`src/rtl/id_ex_stage_pkg.sv`:
```
// id_ex_stage_pkg: shared pipeline widths, aluOp encodings and ID/EX register layout.
package id_ex_stage_pkg;
    localparam int REG_W  = 5;
    localparam int DATA_W = 32;

    typedef enum logic [2:0] {
        ALU_ADD = 3'd0,
        ALU_SUB = 3'd1,
        ALU_AND = 3'd2,
        ALU_OR  = 3'd3,
        ALU_SLT = 3'd4,
        ALU_NOR = 3'd5,
        ALU_XOR = 3'd6,
        ALU_LUI = 3'd7
    } alu_op_e;

    typedef struct packed {
        logic       regDst;
        logic       regWrite;
        logic       memRead;
        logic       memWrite;
        logic       memToReg;
        logic       aluSrc;
        logic [2:0] aluOp;
    } ctrl_t;

    // A bubble must never write state; the remaining fields are zeroed as well.
    localparam ctrl_t BUBBLE_CTRL = '0;

    typedef struct packed {
        logic              valid;
        logic [REG_W-1:0]  rs;
        logic [REG_W-1:0]  rt;
        logic [REG_W-1:0]  rd;
        ctrl_t             ctrl;
        logic [DATA_W-1:0] rd1;
        logic [DATA_W-1:0] rd2;
        logic [DATA_W-1:0] imm;
    } ex_state_t;
endpackage

```
`src/rtl/id_ex_stage_hazard_detect.sv`:
```
// hazard_detect: load-use hazard between a load in EX and the instruction in ID.
module hazard_detect
    import id_ex_stage_pkg::*;
(
    input  logic             ex_valid,
    input  logic             ex_mem_read,
    input  logic [REG_W-1:0] ex_dest,
    input  logic             id_valid,
    input  logic [REG_W-1:0] id_rs,
    input  logic [REG_W-1:0] id_rt,
    input  logic             id_uses_rt,
    output logic             hz
);
    assign hz = ex_valid & ex_mem_read & (ex_dest != '0) & id_valid &
                ((ex_dest == id_rs) | (id_uses_rt & (ex_dest == id_rt)));
endmodule

```
`src/rtl/id_ex_stage.sv`:
```
// id_ex_stage: ID/EX pipeline register with load-use stall, bubble insertion,
// WB write bypass into captured operands and a saturating stall counter.
module id_ex_stage
    import id_ex_stage_pkg::*;
#(
    parameter int CNT_W = 16
) (
    input  logic              clk,
    input  logic              rst,
    input  logic              id_valid,
    input  logic [REG_W-1:0]  id_rs,
    input  logic [REG_W-1:0]  id_rt,
    input  logic [REG_W-1:0]  id_rd,
    input  logic              id_uses_rt,
    input  logic              id_regDst,
    input  logic              id_regWrite,
    input  logic              id_memRead,
    input  logic              id_memWrite,
    input  logic              id_memToReg,
    input  logic              id_aluSrc,
    input  logic [2:0]        id_aluOp,
    input  logic [DATA_W-1:0] id_readData1,
    input  logic [DATA_W-1:0] id_readData2,
    input  logic [DATA_W-1:0] id_imm,
    input  logic              wb_regWrite,
    input  logic [REG_W-1:0]  wb_rd,
    input  logic [DATA_W-1:0] wb_data,
    input  logic              flush,
    output logic              stall,
    output logic              ex_valid,
    output logic [REG_W-1:0]  ex_rs,
    output logic [REG_W-1:0]  ex_rt,
    output logic [REG_W-1:0]  ex_rd,
    output logic [REG_W-1:0]  ex_dest,
    output logic              ex_regDst,
    output logic              ex_regWrite,
    output logic              ex_memRead,
    output logic              ex_memWrite,
    output logic              ex_memToReg,
    output logic              ex_aluSrc,
    output logic [2:0]        ex_aluOp,
    output logic [DATA_W-1:0] ex_readData1,
    output logic [DATA_W-1:0] ex_readData2,
    output logic [DATA_W-1:0] ex_imm,
    output logic [CNT_W-1:0]  stall_count
);
    ex_state_t d, q;
    logic      hz;

    hazard_detect u_hazard_detect (
        .ex_valid    (q.valid),
        .ex_mem_read (q.ctrl.memRead),
        .ex_dest     (ex_dest),
        .id_valid    (id_valid),
        .id_rs       (id_rs),
        .id_rt       (id_rt),
        .id_uses_rt  (id_uses_rt),
        .hz          (hz)
    );

    assign stall = hz & ~flush;

    always_comb begin
        d = '0;
        d.ctrl = BUBBLE_CTRL;
        if (!(flush || hz)) begin
            d.valid = id_valid;
            d.rs    = id_rs;
            d.rt    = id_rt;
            d.rd    = id_rd;
            d.ctrl  = '{regDst: id_regDst, regWrite: id_regWrite, memRead: id_memRead,
                        memWrite: id_memWrite, memToReg: id_memToReg, aluSrc: id_aluSrc,
                        aluOp: id_aluOp};
            // Register 0 is hardwired, so a WB write to it is never forwarded.
            d.rd1   = (wb_regWrite && wb_rd != '0 && wb_rd == id_rs) ? wb_data : id_readData1;
            d.rd2   = (wb_regWrite && wb_rd != '0 && wb_rd == id_rt) ? wb_data : id_readData2;
            d.imm   = id_imm;
        end
    end

    always_ff @(posedge clk or posedge rst) begin
        if (rst) q <= '0;
        else     q <= d;
    end

    always_ff @(posedge clk or posedge rst) begin
        if (rst) stall_count <= '0;
        else if (stall && stall_count != '1) stall_count <= stall_count + CNT_W'(1);
    end

    assign ex_valid     = q.valid;
    assign ex_rs        = q.rs;
    assign ex_rt        = q.rt;
    assign ex_rd        = q.rd;
    assign ex_dest      = q.ctrl.regDst ? q.rd : q.rt;
    assign ex_regDst    = q.ctrl.regDst;
    assign ex_regWrite  = q.ctrl.regWrite;
    assign ex_memRead   = q.ctrl.memRead;
    assign ex_memWrite  = q.ctrl.memWrite;
    assign ex_memToReg  = q.ctrl.memToReg;
    assign ex_aluSrc    = q.ctrl.aluSrc;
    assign ex_aluOp     = q.ctrl.aluOp;
    assign ex_readData1 = q.rd1;
    assign ex_readData2 = q.rd2;
    assign ex_imm       = q.imm;
endmodule

```
`config.mk`:
```
export PLATFORM = sky130hd
export DESIGN_NAME = id_ex_stage
export DESIGN_NICKNAME = d
export VERILOG_FILES = /design/src/rtl/id_ex_stage_pkg.sv /design/src/rtl/id_ex_stage_hazard_detect.sv /design/src/rtl/id_ex_stage.sv
export SDC_FILE = /design/constraint.sdc
export NUM_CORES = 1
export LEC_CHECK = 0
export CAP_MARGIN = 20
export CORE_MARGIN = 5
export CORE_UTILIZATION = 34
export CTS_CLUSTER_SIZE = 28
export DETAILED_ROUTE_END_ITERATION = 8
export PLACE_DENSITY = 0.72
export SYNTH_ARGS = -nofsm -noshare
export SYNTH_HDL_FRONTEND = slang
export SYNTH_SLANG_ARGS = --single-unit
```
`constraint.sdc`:
```
create_clock -name clk -period 5.2 [get_ports clk]
set_input_delay 0.52 -clock clk [delete_from_list [all_inputs] [get_ports clk]]
set_output_delay 0.52 -clock clk [all_outputs]
set_load 0.005 [all_outputs]
```
# [Word level (Yosys, flattened, before mapping)]
# Cells that the tools add are included.
[op_classes] n_addsub=1 mul=0 div=0 order_cmp=0 n_eq_ne=5 shift=0 mux=4 bitwise=8 n_reduce_logical=7
[ops] cell="121-bit 2-to-1 mux" n=1
[ops] cell="32-bit 2-to-1 mux" n=2
[ops] cell="5-bit == test" n=4
[ops] cell="16-bit by 1-bit adder with 16-bit output (second input constant)" n=1
[ops] cell="16-bit != test (second input constant)" n=1
[ops] cell="5-bit nonzero test" n=2
[ops] cell="1-bit AND" n=6
[ops] cell="5-bit 2-to-1 mux" n=1
[ops] cell="1-bit logical AND" n=4
[ops] cell="1-bit logical OR" n=1
[ops] cell="1-bit NOT" n=1
[ops] cell="1-bit OR" n=1
[totals] regBits=137 latchBits=0 ramBits=0 mem_bits_ro=0 input_bits=163 output_inout_bits=143 n_memories=0

# [Depth between registers and ports, before layout]
[depth] ltp_word=7 mapped_depth=10 ltp_nobuf=7

# [Modules after synthesis]
# From an unflattened synthesis, not the netlist that was laid out.
[hier_totals] cells_unflattened=479 hier_area_um2=5699.2
[modules_own_cells] mod="id_ex_stage" n_inst=1 cells_per_inst=462 area_each_um2=5569.1
[modules_own_cells] mod="hazard_detect" n_inst=1 cells_per_inst=17 area_each_um2=130.1

# [Worst setup path before layout]
# Ideal clock, no wire load.
[synth_timing] path_type="reg2out" from="reg q (netlist bit ex_regDst)" to="out stall" arrival_ns=1.938 setup_slack_ns=2.742 path_stages_with_launch=8 n_path_buf=2 path_cell_list="dfrtp_1 > buf_6 > mux2i_2 > xor2_1 > nand3_1 > or4_4 > a21oi_4 > buf_8"
[synth_via] elab_chain_cells=6 word_cells_on_any_way=10 cone_classes="2 x eq/ne; 1 x mux; 6 x bitwise; 1 x reduce/logical"
[synth_lines] element="start, declared" line="id_ex_stage.sv:47" text="ex_state_t d, q;"
[synth_lines] element="start signal, assigned" line="id_ex_stage.sv:82" text="if (rst) q <= '0;"
[synth_lines] element="start signal, assigned" line="id_ex_stage.sv:83" text="else q <= d;"
[synth_lines] element="5-bit 2-to-1 mux (*)" line="id_ex_stage.sv:95" text="assign ex_dest = q.ctrl.regDst ? q.rd : q.rt;"
[synth_lines] element="5-bit == test / 5-bit nonzero test (equally long branches)" line="id_ex_stage_hazard_detect.sv:15, id_ex_stage_hazard_detect.sv:14"
[synth_lines] element="1-bit AND, on equally long branches" line="id_ex_stage_hazard_detect.sv:15, id_ex_stage_hazard_detect.sv:14"
[synth_lines] element="1-bit OR / 1-bit AND (equally long branches)" line="id_ex_stage_hazard_detect.sv:15, id_ex_stage_hazard_detect.sv:14"
[synth_lines] element="1-bit AND (*)" line="id_ex_stage_hazard_detect.sv:14" text="assign hz = ex_valid & ex_mem_read & (ex_dest != '0) & id_valid &"
[synth_lines] element="1-bit AND (*)" line="id_ex_stage.sv:61" text="assign stall = hz & ~flush;"
[synth_lines] element="end, declared" line="id_ex_stage.sv:29" text="output logic stall,"
# Mark *: on every way between the ends. The rest lies on a longest branch, timed or not.

# [Final worst setup path]
# Ends and elaborated chain as after synthesis.

==> summary.txt <==
outcome - completed
flops & latches, synth - 137
sequential cell area fraction in the yosys report - 61.5%
final hold vios - 0
first-pass GRT wire length - 28.7 mm
postcts setup bufs - 0
top-area cell type share of the netlist area - 61.5%
Avg WL per Cell - 18.2 microns
clk buf depth - 2
cell-internal power - 2.03 mW
Num CTS Buffers - 17
Slew Limit Fails - 0
WP data required - 4.68 ns
Adder-Cell Fraction of Synth Area - 0.225%
DRT Pass-1 Iters - 4
initial DRC count - 138
fin crit period - 3.90 ns
met3 Use GR - 6.86%
met2 Use GR - 33.2%
site row count - 46
Critical Path Start Type - register
Simple-Gate Fraction of Synth Area - 16.2%
Post-Syn Instances - 452
final setup skew - 0.00831 ns
Worst-path clk slew - 0.06 ns
Post-synth EDFFs - 0
antenna cells - 0
compound-gate portion of the synthesized area - 1.32%
initial core utilization - 34.8%
multi-input logic area - 2020 sq um
proportion of synthesized area in mux cells - 13.2%
RSZ-0062 raised after global routing - false
Async S/R FF share, synth - 100%
Pwr Density - 283 nW/um^2
commonest non-fill, non-tap cells in the layout - 305 x clkdlybuf4s50_1, 137 x dfrtp_1, 69 x nor2_1
P_leak - 3.89 nW
Final GP Congestion - 0.817
DIE WIDTH - 138 microns
Sequential Area - 3430 sq um
Clk pwr share - 43.0%
area delta synth->final - 69.0%
class of the most critical hold timing path - reg2reg
crit path max fanout - 19
vias in the first global route - 5137
Syn Area/Cell - 12.3 sq um
f_max - 256 MHz
period utilization - 75.1%
Nets - 924
post-CTS sizing - 0
Tot GR Track Use - 19.0%
layout cells sized above 1 - 7.37%
Crit Path Category - reg2out
Die Y - 138 microns
Synth cell types - 38
Area contributors post-synth - dfrtp_1 62%, mux2i_1 11%, and2_1 6.4%
full die area - 19000 sq um
combinational family with the most area after synthesis - simple AND/OR/NAND/NOR gates
Arr. time, crit path - 3.38 ns
final global-route overflow total - 0
cell taking the most area after synthesis - dfrtp_1
commonest non-fill, non-tap cell in the layout - clkdlybuf4s50_1
Switching Fraction - 23.6%
worst-margin pin slew - 0.847 ns
cts hold-fix bufs - 0
Primary FF master, synth - dfrtp_1
setup_tns - 0 ns
sequential share of power - 42.7%
Via Count - 4520
met1 usage - 21.1%
clock insertion delay at the later pin of the skew report - 0.42 ns
CTS Root Buffer Type - clkbuf_16
clk sinks - 137
hpwl dp - 13.7 mm
via/cell ratio - 4.57
GRT busiest layer - met2
CTS tree - done
initial antenna violation count - 0
H-tree depth - 4
Worst slew margin - 43.6%
IO Count - 306
Yosys warning count - 0
combinational share of power - 14.2%
switching power total - 0.628 mW
I/O Buffers - 305
worst vdd ir - 0.213 mV
core footprint - 16000 sq um
largest net degree at the start of global routing - 95
post-route cell area - 9410 sq um
syn nets - 616
WL final - 18.0 mm
number of fill cells - 1338
maxcap violations - 0
remaining antenna violation count - 0
Cell Area, Synth - 5570 sq um
Final setup viols - 0
Area after DPL - 8850 sq um
DRC errors left - 0
Crit. End Element - primary output
Synth Area in XOR/XNOR - 5.03%
[synthesized netlist by cell type (all sizes together) (4+ instances only)]
master / count
mux2i: 69
inv: 7
nand2: 9
nor4: 4
a21oi: 7
nor2: 70
clkbuf: 6
xor2: 12
nand3: 13
buf: 15
xnor2: 20
and3: 6
dfrtp: 137
and2: 57
nand4: 4
[through the flow]
stage	hold WS, ns	cells	power, mW	worst slack [ns]	util [%]
final	0.505	989	2.66	1.30	58.8
after global placement	0.484	956	1.53	1.78	55.2
after CTS	0.505	989	2.70	1.29	58.8
after detailed placement	0.496	957	1.54	1.76	55.3
after global routing	0.535	989	2.78	1.10	58.8
after floorplan	0.481	452	1.26	1.01	-
[kinds of logic (layout without fill, tap and decap cells)]
kind of cell	Yosys count	in the layout
flops	137	137
simple gates	173	173
compound gates	11	11
fa+ha+maj	1	1
xor+xnor	32	32
buf+inv	28	349
mux	70	70
[per-layer routing]
layer / part of all wire (%) / up-vias
li1: - / 2109
met1: 38 / 2179
met2: 52 / 197
met3: 7.4 / 35
met4: 2.9 / 0
met5: 0 / -
[flip-flops by register name (all words and copies together) (netlist names)]
signal        count
ex_rd             5
ex_readData2     32
ex_aluSrc         1
ex_aluOp          3
ex_rt             5
ex_regDst         1
ex_memRead        1
ex_imm           32
ex_regWrite       1
ex_rs             5
ex_memWrite       1
ex_memToReg       1
ex_valid          1
stall_count      16
ex_readData1     32
[final timing paths]
kind                                                  from                          to  cells past startpoint  slack [ns]
worst max-delay path                   ex_regDst$_DFF_PP0_                       stall                      6        1.30
worst min-delay path            stall_count[9]$_DFFE_PP0P_  stall_count[9]$_DFFE_PP0P_                      1        0.50
worst max register to register         ex_regDst$_DFF_PP0_  stall_count[1]$_DFFE_PP0P_                      7        2.27
worst min register to register  stall_count[9]$_DFFE_PP0P_  stall_count[9]$_DFFE_PP0P_                      1        0.50
max in group asynchronous                              rst   ex_readData1[3]$_DFF_PP0_                      3        3.41
min in group asynchronous                              rst          ex_rd[2]$_DFF_PP0_                      2        0.68
[critical path, stage by stage, from the launching register on]
cell and delay [ns]:
dfrtp_1 0.64, mux2i_2 0.38, xor2_1 0.21, nand4_1 0.13
or3_2 0.48, a21oi_4 0.50, clkdlybuf4s50_1 0.61
[final cells by class]
cell class                 count  area share, %
clock buffer                  19           4.70
inverter                       7          0.332
tap                          216           2.87
clock inverter                13           1.28
timing repair buffer         310           33.0
multi-input combinational    287           21.4
sequential                   137           36.4
[power groups by stage]
stage,registers [mW],logic (mW),clock network [mW]
floorplan,1.16,0.101,0
global placement,1.15,0.377,0
detailed placement,1.16,0.383,0
CTS,1.14,0.386,1.18
global route,1.14,0.410,1.23
finish,1.14,0.379,1.14
Power figures use the tool's default switching activity.
